<file path="config.mk">
export PLATFORM = sky130hd
export DESIGN_NAME = d_reg_pipe
export DESIGN_NICKNAME = d
export VERILOG_FILES = /design/src/rtl/d_reg_pipe_pkg.sv /design/src/rtl/d_reg_stage.sv /design/src/rtl/d_reg_pipe.sv
export SDC_FILE = /design/constraint.sdc
export NUM_CORES = 1
export LEC_CHECK = 0
export ABC_AREA = 1
export CAP_MARGIN = 0
export CORE_MARGIN = 3
export CORE_UTILIZATION = 35
export CTS_BUF_LIST = sky130_fd_sc_hd__clkbuf_2
export DETAILED_ROUTE_END_ITERATION = 10
export MAX_ROUTING_LAYER = met4
export PLACE_DENSITY_LB_ADDON = 0.12
export SYNTH_ARGS = -nofsm -noshare
export SYNTH_HDL_FRONTEND = slang
export SYNTH_SLANG_ARGS = --single-unit
</file>
<file path="constraint.sdc">
create_clock -name clk -period 1.2 [get_ports clk]
set_clock_uncertainty 0.05 [all_clocks]
set_input_delay 0.3 -clock clk [delete_from_list [all_inputs] [get_ports clk]]
set_output_delay 0.3 -clock clk [all_outputs]
set_load 0.005 [all_outputs]
</file>
<file path="src/rtl/d_reg_pipe_pkg.sv">
`default_nettype none
// ============================================================================
// Module   : d_reg_pipe_pkg
// Brief    : Shared helpers for the d_reg_pipe register pipeline: occupancy
//            counter width and parameter legality checks.
// Revision : 1.0 - initial release
// ============================================================================
package d_reg_pipe_pkg;

    // Width of the occupancy count for a pipe of the given depth (min 1 bit).
    function automatic int occ_width(input int depth);
        int w;
        w = $clog2(depth + 1);
        return (w < 1) ? 1 : w;
    endfunction

    // A pipe needs at least one register stage.
    function automatic bit depth_ok(input int depth);
        return depth >= 1;
    endfunction

    // The payload must carry at least one bit.
    function automatic bit width_ok(input int width);
        return width >= 1;
    endfunction

endpackage
`default_nettype wire

</file>
<file path="src/rtl/d_reg_stage.sv">
`default_nettype none
// ============================================================================
// Module   : d_reg_stage
// Brief    : One pipeline stage: valid bit plus WIDTH-bit data register with
//            load/unload control, flush-to-RESET_VAL and synchronous
//            active-low reset.
// Revision : 1.0 - initial release
// ============================================================================
module d_reg_stage #(
    parameter int               WIDTH     = 8,
    parameter logic [WIDTH-1:0] RESET_VAL = '0
) (
    input  logic             clk,
    input  logic             reset,
    input  logic             flush,
    input  logic             load,
    input  logic             unload,
    input  logic [WIDTH-1:0] d,
    output logic             valid_q,
    output logic [WIDTH-1:0] data_q
);

    logic             valid_d;
    logic [WIDTH-1:0] data_d;

    // Next state: flush wins, a word moving in refills, a word moving out empties.
    always_comb begin
        valid_d = valid_q;
        data_d  = data_q;
        if (flush) begin
            valid_d = 1'b0;
            data_d  = RESET_VAL;
        end else if (load) begin
            valid_d = 1'b1;
            data_d  = d;
        end else if (unload) begin
            valid_d = 1'b0;
        end
    end

    // Stage registers with synchronous active-low reset.
    always_ff @(posedge clk) begin
        if (!reset) begin
            valid_q <= 1'b0;
            data_q  <= RESET_VAL;
        end else begin
            valid_q <= valid_d;
            data_q  <= data_d;
        end
    end

endmodule
`default_nettype wire

</file>
<file path="src/rtl/d_reg_pipe.sv">
`default_nettype none
// ============================================================================
// Module   : d_reg_pipe
// Brief    : DEPTH-stage valid/ready register pipeline with bubble collapse
//            and synchronous flush. Optional occupancy port enabled by the
//            D_REG_PIPE_OCC_EN macro.
// Revision : 1.0 - initial release
// ============================================================================
module d_reg_pipe
    import d_reg_pipe_pkg::*;
#(
    parameter int               WIDTH     = 8,
    parameter int               DEPTH     = 3,
    parameter logic [WIDTH-1:0] RESET_VAL = '0
) (
    input  logic             clk,
    input  logic             reset,
    input  logic             in_valid,
    output logic             in_ready,
    input  logic [WIDTH-1:0] in_data,
    output logic             out_valid,
    input  logic             out_ready,
    output logic [WIDTH-1:0] out_data,
    input  logic             flush
`ifdef D_REG_PIPE_OCC_EN
    ,
    output logic [occ_width(DEPTH)-1:0] occ
`endif
);

    if (!depth_ok(DEPTH)) begin : g_chk_depth
        $error("d_reg_pipe: DEPTH must be at least 1");
    end
    if (!width_ok(WIDTH)) begin : g_chk_width
        $error("d_reg_pipe: WIDTH must be at least 1");
    end

    logic [DEPTH-1:0] stage_valid;
    logic [DEPTH-1:0] stage_load;
    logic [DEPTH-1:0] stage_unload;
    logic [DEPTH-1:0] adv;
    logic [WIDTH-1:0] stage_data [DEPTH];
    logic             push;

    // Ready chain rippling back from out_ready; a stage may advance when the
    // next one is empty or itself advancing, which closes up bubbles.
    always_comb begin
        adv          = '0;
        stage_load   = '0;
        stage_unload = '0;
        adv[DEPTH-1] = out_ready;
        for (int k = DEPTH - 2; k >= 0; k--) begin
            adv[k] = !stage_valid[k+1] || adv[k+1];
        end
        in_ready  = (!stage_valid[0] || adv[0]) && !flush;
        out_valid = stage_valid[DEPTH-1] && !flush;
        push      = in_valid && in_ready;
        stage_load[0] = push;
        for (int k = 1; k < DEPTH; k++) begin
            stage_load[k] = stage_valid[k-1] && adv[k-1];
        end
        for (int k = 0; k < DEPTH; k++) begin
            stage_unload[k] = stage_valid[k] && adv[k];
        end
    end

    assign out_data = stage_data[DEPTH-1];

    for (genvar k = 0; k < DEPTH; k++) begin : g_stage
        logic [WIDTH-1:0] stage_in;
        if (k == 0) begin : g_head
            assign stage_in = in_data;
        end else begin : g_body
            assign stage_in = stage_data[k-1];
        end

        d_reg_stage #(
            .WIDTH     (WIDTH),
            .RESET_VAL (RESET_VAL)
        ) u_stage (
            .clk     (clk),
            .reset   (reset),
            .flush   (flush),
            .load    (stage_load[k]),
            .unload  (stage_unload[k]),
            .d       (stage_in),
            .valid_q (stage_valid[k]),
            .data_q  (stage_data[k])
        );
    end

`ifdef D_REG_PIPE_OCC_EN
    localparam int OCC_W = occ_width(DEPTH);

    logic [OCC_W-1:0] occ_q;
    logic [OCC_W-1:0] occ_d;
    logic             pop;

    // Occupancy tracks transfers on both sides; flush empties it.
    always_comb begin
        pop   = out_valid && out_ready;
        occ_d = occ_q;
        if (flush) begin
            occ_d = '0;
        end else begin
            occ_d = occ_q + OCC_W'(push) - OCC_W'(pop);
        end
    end

    // Occupancy register with synchronous active-low reset.
    always_ff @(posedge clk) begin
        if (!reset) begin
            occ_q <= '0;
        end else begin
            occ_q <= occ_d;
        end
    end

    assign occ = occ_q;
`endif

endmodule
`default_nettype wire

</file>
* After elaboration in Yosys (flattened, before gate mapping)
Cells that the tools add are included.
Cells by class: reduce and logical (&&, ||, !) cells 17, multiplexer cells 6, bitwise operators 1
Operator list (count):
- logical AND 1 bit | 6
- two-way mux 1 bit | 6
- nonzero test 2 bit | 3
- logical NOT 1 bit | 4
- logical OR 1 bit | 3
- OR reduction 2 bit | 1
- NOT 1 bit | 1
Word-level totals: output and inout port bits 10, register bits 27, input bits 13

* Logic depth before layout (Yosys ltp)
Gate-level depths: netlist of the first run.
word-level depth 7, mapped depth 6, mapped depth without buffers 6

* Hierarchy
From an unflattened synthesis of the first run, not the netlist that was laid out.
Second synthesis, totals: cell total of the unflattened synthesis 135, area, all modules 1009.7 um2
Modules (own cells, without submodules):
- d_reg_stage | area an instance 315.3 um2, times used 3, seq. area each 180.2 um2, cells an instance 40
- d_reg_pipe | area an instance 63.8 um2, times used 1, seq. area each 0.0 um2, cells an instance 15

* Worst setup path after synthesis of the first run
Ideal clock, no wire load.
path kind flip-flop to output port, start reg g_stage[2].u_stage.valid_q, end out in_ready, path buffers 1, required time 850 ps, setup slack 107 ps, cell stages (with the launch flop) 5, data arrival time 743 ps, cells stage by stage dfxtp_1 > nand4_1 > buf_2 > nand2_1 > inv_1
On the way: cells in the longest elaborated chain, start to end 5
RTL lines:
- start, declared | line d_reg_stage.sv:19 | output logic valid_q,
- start signal, assigned | line d_reg_stage.sv:47 | valid_q <= valid_d;
- logical NOT 1 bit | line d_reg_pipe.sv:53 | adv[k] = !stage_valid[k+1] || adv[k+1];
- logical OR 1 bit (2 in a row) | line d_reg_pipe.sv:53
- logical OR 1 bit | line d_reg_pipe.sv:55 | in_ready = (!stage_valid[0] || adv[0]) && !flush;
- logical AND 1 bit | line d_reg_pipe.sv:55
- end, declared | line d_reg_pipe.sv:19 | output logic in_ready,
Every way passes these cells.

* Worst setup path after layout of the first run
start reg g_stage[1].u_stage.valid_q, end out in_ready
On the way: cells in the longest elaborated chain, start to end 4
RTL lines (line):
- start, declared | d_reg_stage.sv:19
- start signal, assigned | d_reg_stage.sv:47
- logical NOT 1 bit | d_reg_pipe.sv:53
- logical OR 1 bit | d_reg_pipe.sv:53
- logical OR 1 bit | d_reg_pipe.sv:55
- logical AND 1 bit | d_reg_pipe.sv:55
Every way passes these cells.

==> results of run 1 <==
[metrics by stage]
| step | instance area [um^2] | TNS (ns) | util | instances | total power (uW) |
|---|---|---|---|---|---|
| detailed placement | 1410 | -10.78 | 0.490 | 222 | 1100 |
| finish | 1520 | -0.436 | 0.529 | 232 | 1430 |
| global route | 1520 | -1.21 | 0.529 | 232 | 1520 |
| global placement | 1410 | -10.34 | 0.490 | 222 | 1100 |
| floorplan | 1090 | 0 | - | 155 | 1030 |
| CTS | 1430 | -0.499 | 0.496 | 229 | 1440 |
[worst paths after layout]
kind | from | endpoint | cells after the start
setup reg to reg | g_stage[2].u_stage.valid_q | g_stage[1].u_stage.data_q[4] | 6
setup / recovery | g_stage[1].u_stage.valid_q | in_ready | 4
hold / removal | out_ready | g_stage[2].u_stage.valid_q | 5
hold reg to reg | g_stage[2].u_stage.data_q[0] | g_stage[2].u_stage.data_q[0] | 2
[Yosys cell counts (all sizes together)]
library cell / instances / area (um^2)
o21ai: 16 / 80.1
inv: 31 / 116
nand4: 9 / 56.3
nand3: 2 / 15.0
nand2: 21 / 86.3
dfxtp: 27 / 541
nor2: 41 / 154
buf: 5 / 30.0
a21oi: 3 / 15.0
[layout make-up]
type / count / area, um^2 / area share
well taps: 42 / 52.6 / 0.0345
flip-flops and latches: 27 / 554 / 0.364
clock buffers: 4 / 20.0 / 0.0131
multi-input cells: 94 / 474 / 0.311
repair buffers: 34 / 295 / 0.194
inverters: 31 / 126 / 0.0830
[kinds of logic after synthesis]
group	after synthesis
flops	27
simple gates	73
compound gates	19
buf+inv	36
[registers in the layout, indices dropped and copies added, names as in the netlist]
| signal | count |
|---|---|
| g_stage.u_stage.valid_q | 3 |
| g_stage.u_stage.data_q | 24 |
[metal layers]
| metal | GRT usage | vias to the layer above | wire length, um | part of all wire |
|---|---|---|---|---|
| met4 | 0.0636 | 0 | 39 | 0.018 |
| met3 | 0.0310 | 4 | 93 | 0.044 |
| met5 | - | - | 0 | 0 |
| met1 | 0.139 | 408 | 916 | 0.43 |
| li1 | - | 545 | - | - |
| met2 | 0.206 | 24 | 1080 | 0.51 |
[worst max-delay path, cell delays in order (launching register included)]
cell and delay [ns]:
dfxtp_2 0.39, nand4_1 0.12, nand2_1 0.08, inv_1 0.04
buf_2 0.12
[what timing repair did]
item,CTS,global route
resized for setup,57,29
pin swaps,2,5
buffers inserted,3,1
cloned,0,2
endpoints found under the setup margin,18,35
[power groups by stage]
stage	Sequential [uW]	Clock, uW	Combinational (uW)
after detailed placement	939	0	165
after floorplan	937	0	91.2
after global placement	938	0	163
final	922	333	178
after global routing	925	395	202
after CTS	921	348	167
==> results.md, run 1 <==
- Commonest non-fill, non-tap cell in the layout: nor2_1
- Largest net degree at the start of global routing: 17
- Comb power frac: 0.124
- RSZ-0062 raised after global routing: yes
- Iter 0 DRT Violations: 25
- Most frequent cells in the layout: 34 x nor2_1, 26 x inv_1, 17 x nand2_1
- Die width: 61.9 um
- Worst Hold Class: in2reg
- Global-route wire length before repair: 3470 um
- CP startpoint kind: flop
- CTS H-tree lvls: 1
- Post-synthesis adder-cell area fraction: 0
- Clk sinks: 27
- Synth warn: 0
- ANT nets after route: 0
- Min cycle time layout: 1.44 ns
- Nets: 204
- Psw: 339 uW
- Max-slew violations: 0
- Post-synthesis mux area share: 0
- Cts bufs inserted: 3
- Post-synthesis sequential area ratio: 0.494
- Syn Area/Cell: 7.06 um^2
- Buffers on Ports: 22
- Post-synthesis compound-gate area fraction: 0.0870
- IO Count: 23
- Layout area overhead: 39.2%
- Grt ovf: 0
- WL/cell: 9.19 um
- Cell Int Power: 1090 uW
- Layout cells sized above 1: 0.300
- GP Congestion: 0.740
- Via count: 981
- Starting Density: 0.380
- Total GRT Usage: 0.125
- #FFs+latches synth: 27
- Worst path arrival time: 1.09 ns
- Main combinational cell family by area after synthesis: simple AND/OR/NAND/NOR gates
- DRT Wirelength: 2130 um
- Max cap viols: 0
- # rows: 19
- Crit Path Category: reg2out
- Cell variety after synth: 13
- Diodes inserted: 0
- Critical path data required time: 0.85 ns
- Hold WS: 0.438 ns
- Switching part of the total: 0.236
- Netlist Area Pre-Place: 1090 um^2
- Critical path fanouts, max: 2
- Clk root buf: clkbuf_2
- Critical path endpoint category: output pin
- Simple logic cell fraction of the synthesized area: 0.285
- Max Clock Freq: 0.695 GHz
- Final WS setup: -0.240 ns
- Die area: 3830 um^2
- PwrDens: 941 nW/um^2
- Core footprint: 2880 um^2
- Reg clk slew, reported paths: 0.23 ns
- Final Setup Violations: 2
- Clock latency on the worst-skew pair: 0.34 ns
- Xor/xnor share of the synthesized area: 0
- Vias in the first global route: 850
- Setup WS pre-CTS: -0.669 ns
- Syn_nets: 168
- Leakage power: 0.000681 uW
- Initial antenna violation count: 0
- Slew headroom: 0.848
- Tcrit/Tclk final: 1.20
- Post-Syn Instances: 155
- Seq pwr share: 0.643
- DIE HEIGHT: 61.9 um
- CTS tree: yes
- Maximum vdd drop: 334 uV
- Slew @ Worst Pin: 0.228 ns
- Filler instances: 309
- Worst-case clock buffer depth: 2
- R2R setup slack: 0.07 ns
- Status: finished with violations
- DRC violations left: 0
- Hpwl dp: 1550 um
- Clk pwr share: 0.232
- Vias per std cell: 4.23
- Failing checks: negative setup slack
- Cts hold-fix bufs: 0
- DR pass1 iterations: 4
- Final hold violations: 0
(Power assumes the default switching activity.)
==> run 2, diff against run 1 <==
--- a/config.mk
+++ b/config.mk
@@ -7,6 +7,7 @@
 export LEC_CHECK = 0
 export ABC_AREA = 1
 export CAP_MARGIN = 0
+export CORE_ASPECT_RATIO = 0.8
 export CORE_MARGIN = 3
 export CORE_UTILIZATION = 35
 export CTS_BUF_LIST = sky130_fd_sc_hd__clkbuf_2
@@ -16,3 +17,4 @@
 export SYNTH_ARGS = -nofsm -noshare
 export SYNTH_HDL_FRONTEND = slang
 export SYNTH_SLANG_ARGS = --single-unit
+export TNS_END_PERCENT = 10
==> constraint.sdc (replaced) <==
create_clock -name clk -period 1.6 [get_ports clk]
set_clock_uncertainty 0.05 [all_clocks]
set_input_delay 0.4 -clock clk [delete_from_list [all_inputs] [get_ports clk]]
set_output_delay 0.4 -clock clk [all_outputs]
set_load 0.005 [all_outputs]
==> run 2 against run 1 <==
Effect of this change:
- the flow now finishes without violations
- register-to-register slack improved by 0.21 ns
- sequential share of layout area rose by 2.1 points
- clock power fell by 25%
- design area fell by 5.3%
- worst hold slack improved by 0.0084 ns
- total power fell by 26%
- worst setup slack improved by 0.34 ns
- via count rose by 0.92%
- clock-buffer cell count did not move
- first-iteration DRC count rose by 60%
- critical path type unchanged
- largest power group unchanged
==> results.md, run 2 (synthesis results as in run 1) <==
- Vias per std cell: 4.40
- Total GRT Usage: 0.130
- Initial antenna violation count: 0
- Cts hold-fix bufs: 0
- Placed insts: 216
- Worst-case reg-to-reg path depth: 7
- Final Setup Violations: 0
- Max FFs per register: 24
- Reg clk slew, reported paths: 0.23 ns
- DIE HEIGHT: 56.0 um
- IO Count: 23
- Hold path startpoint: g_stage[2].u_stage.data_q[4]
- Min cycle time layout: 1.50 ns
- Slew @ Worst Pin: 0.235 ns
- Critical path endpoint category: output pin
- Layout area overhead: 31.8%
- Critical path fanouts, max: 2
- CTS tree: yes
- Starting Density: 0.381
- Worst Hold Class: reg2reg
- Clock latency on the worst-skew pair: 0.34 ns
- Layout cells sized above 1: 0.193
- Hpwl dp: 1570 um
- Final hold violations: 0
- Max cap viols: 0
- Core footprint: 2870 um^2
- Crit Path Category: reg2out
- Via count: 990
- Largest regs: g_stage.u_stage.data_q: 24 flops, g_stage.u_stage.valid_q: 3 flops
- Hold endpoint: g_stage[2].u_stage.data_q[4]
- Worst path arrival time: 1.05 ns
- Setup WS pre-CTS: -0.447 ns
- DP Area: 1390 um^2
- PwrDens: 738 nW/um^2
- Worst-case clock buffer depth: 2
- Nets: 201
- Max-slew violations: 0
- Largest net degree at the start of global routing: 25
- Commonest non-fill, non-tap cell in the layout: nor2_1
- DR pass1 iterations: 4
- Most frequent cells in the layout: 41 x nor2_1, 27 x inv_1, 18 x nand2_1
- Non-Filler Instances: 225
- Tcrit/Tclk final: 0.936
- Final Cell Area: 1440 um^2
- Cts bufs inserted: 3
- CTS H-tree lvls: 1
- ANT nets after route: 0
- Leakage power: 0.000691 uW
- DRC violations left: 0
- Critical path data required time: 1.15 ns
- Clk sinks: 27
- Largest reg by FF count: g_stage.u_stage.data_q
- Die area: 3840 um^2
- Max Clock Freq: 0.668 GHz
- Reg2reg end: g_stage[1].u_stage.data_q[1]
- TNS Setup: 0 ns
- Maximum vdd drop: 562 uV
- Hold path depth: 2
- # rows: 17
- Global-route wire length before repair: 3720 um
- DRT Wirelength: 2150 um
- R2R setup slack: 0.28 ns
- Reg2reg start: g_stage[1].u_stage.valid_q
- Status: finished clean
- Grt ovf: 0
- GP Congestion: 0.720
- Final WS setup: 0.103 ns
- WL/cell: 9.57 um
- Worst Setup SP: g_stage[2].u_stage.valid_q
- Filler instances: 284
- Clk root buf: clkbuf_2
- Buffers on Ports: 22
- Slew headroom: 0.843
- Diodes inserted: 0
- Die width: 68.5 um
- Iter 0 DRT Violations: 40
- CP startpoint kind: flop
- Vias in the first global route: 898
- RSZ-0062 raised after global routing: yes
## run 2: what timing repair did
action,CTS,global route
gates resized for setup,26,2
pin swaps,2,2
setup buffers,4,1
hold endpoints to repair,0,0
setup endpoints to repair,10,2
## run 2: report_power, final
| part | switching [uW] | leakage (uW) | internal [uW] | total (uW) |
|---|---|---|---|---|
| sequential | 4.74 | 0.000224 | 685 | 690 |
| clock | 185 | 0.0000166 | 66.0 | 251 |
| combinational | 60.4 | 0.000450 | 62.2 | 123 |
## run 2: worst max path at each step
stage	to	slack, ns	depth (start not counted)
final	in_ready	0.10	4
after floorplan	in_ready	0.34	5
after global routing	in_ready	-0.04	4
after global placement	in_ready	-0.45	6
after detailed placement	in_ready	-0.45	6
after CTS	out_data[4]	-0.08	1
## run 2: worst max-delay path, cell delays in order, from the launching register on
cell	delay [ns]
dfxtp_2	0.38
nand4_1	0.11
nand2_1	0.07
inv_1	0.04
clkbuf_2	0.10
## run 2: final cells by class
class / instances / area, um^2 / area share
Multi-Input combinational cell: 92 / 407 / 0.282
Timing Repair Buffer: 33 / 297 / 0.206
Clock buffer: 4 / 20.0 / 0.0139
Inverter: 31 / 116 / 0.0807
Sequential cell: 27 / 554 / 0.385
Tap cell: 38 / 47.5 / 0.0330
## run 2: layer usage
metal	track usage	up-vias	wire [um]
li1	-	534	-
met2	0.199	14	1030
met4	0.0255	0	6
met5	-	-	0
met1	0.162	440	1030
met3	0.0485	2	94
## run 2: per-stage QoR
step                hold WS, ns   util  total power (uW)
CTS                       0.450  0.500              1070
detailed placement        0.422  0.484               827
floorplan                 0.400      -               771
global route              0.475  0.502              1120
global placement          0.413  0.484               824
finish                    0.446  0.502              1060
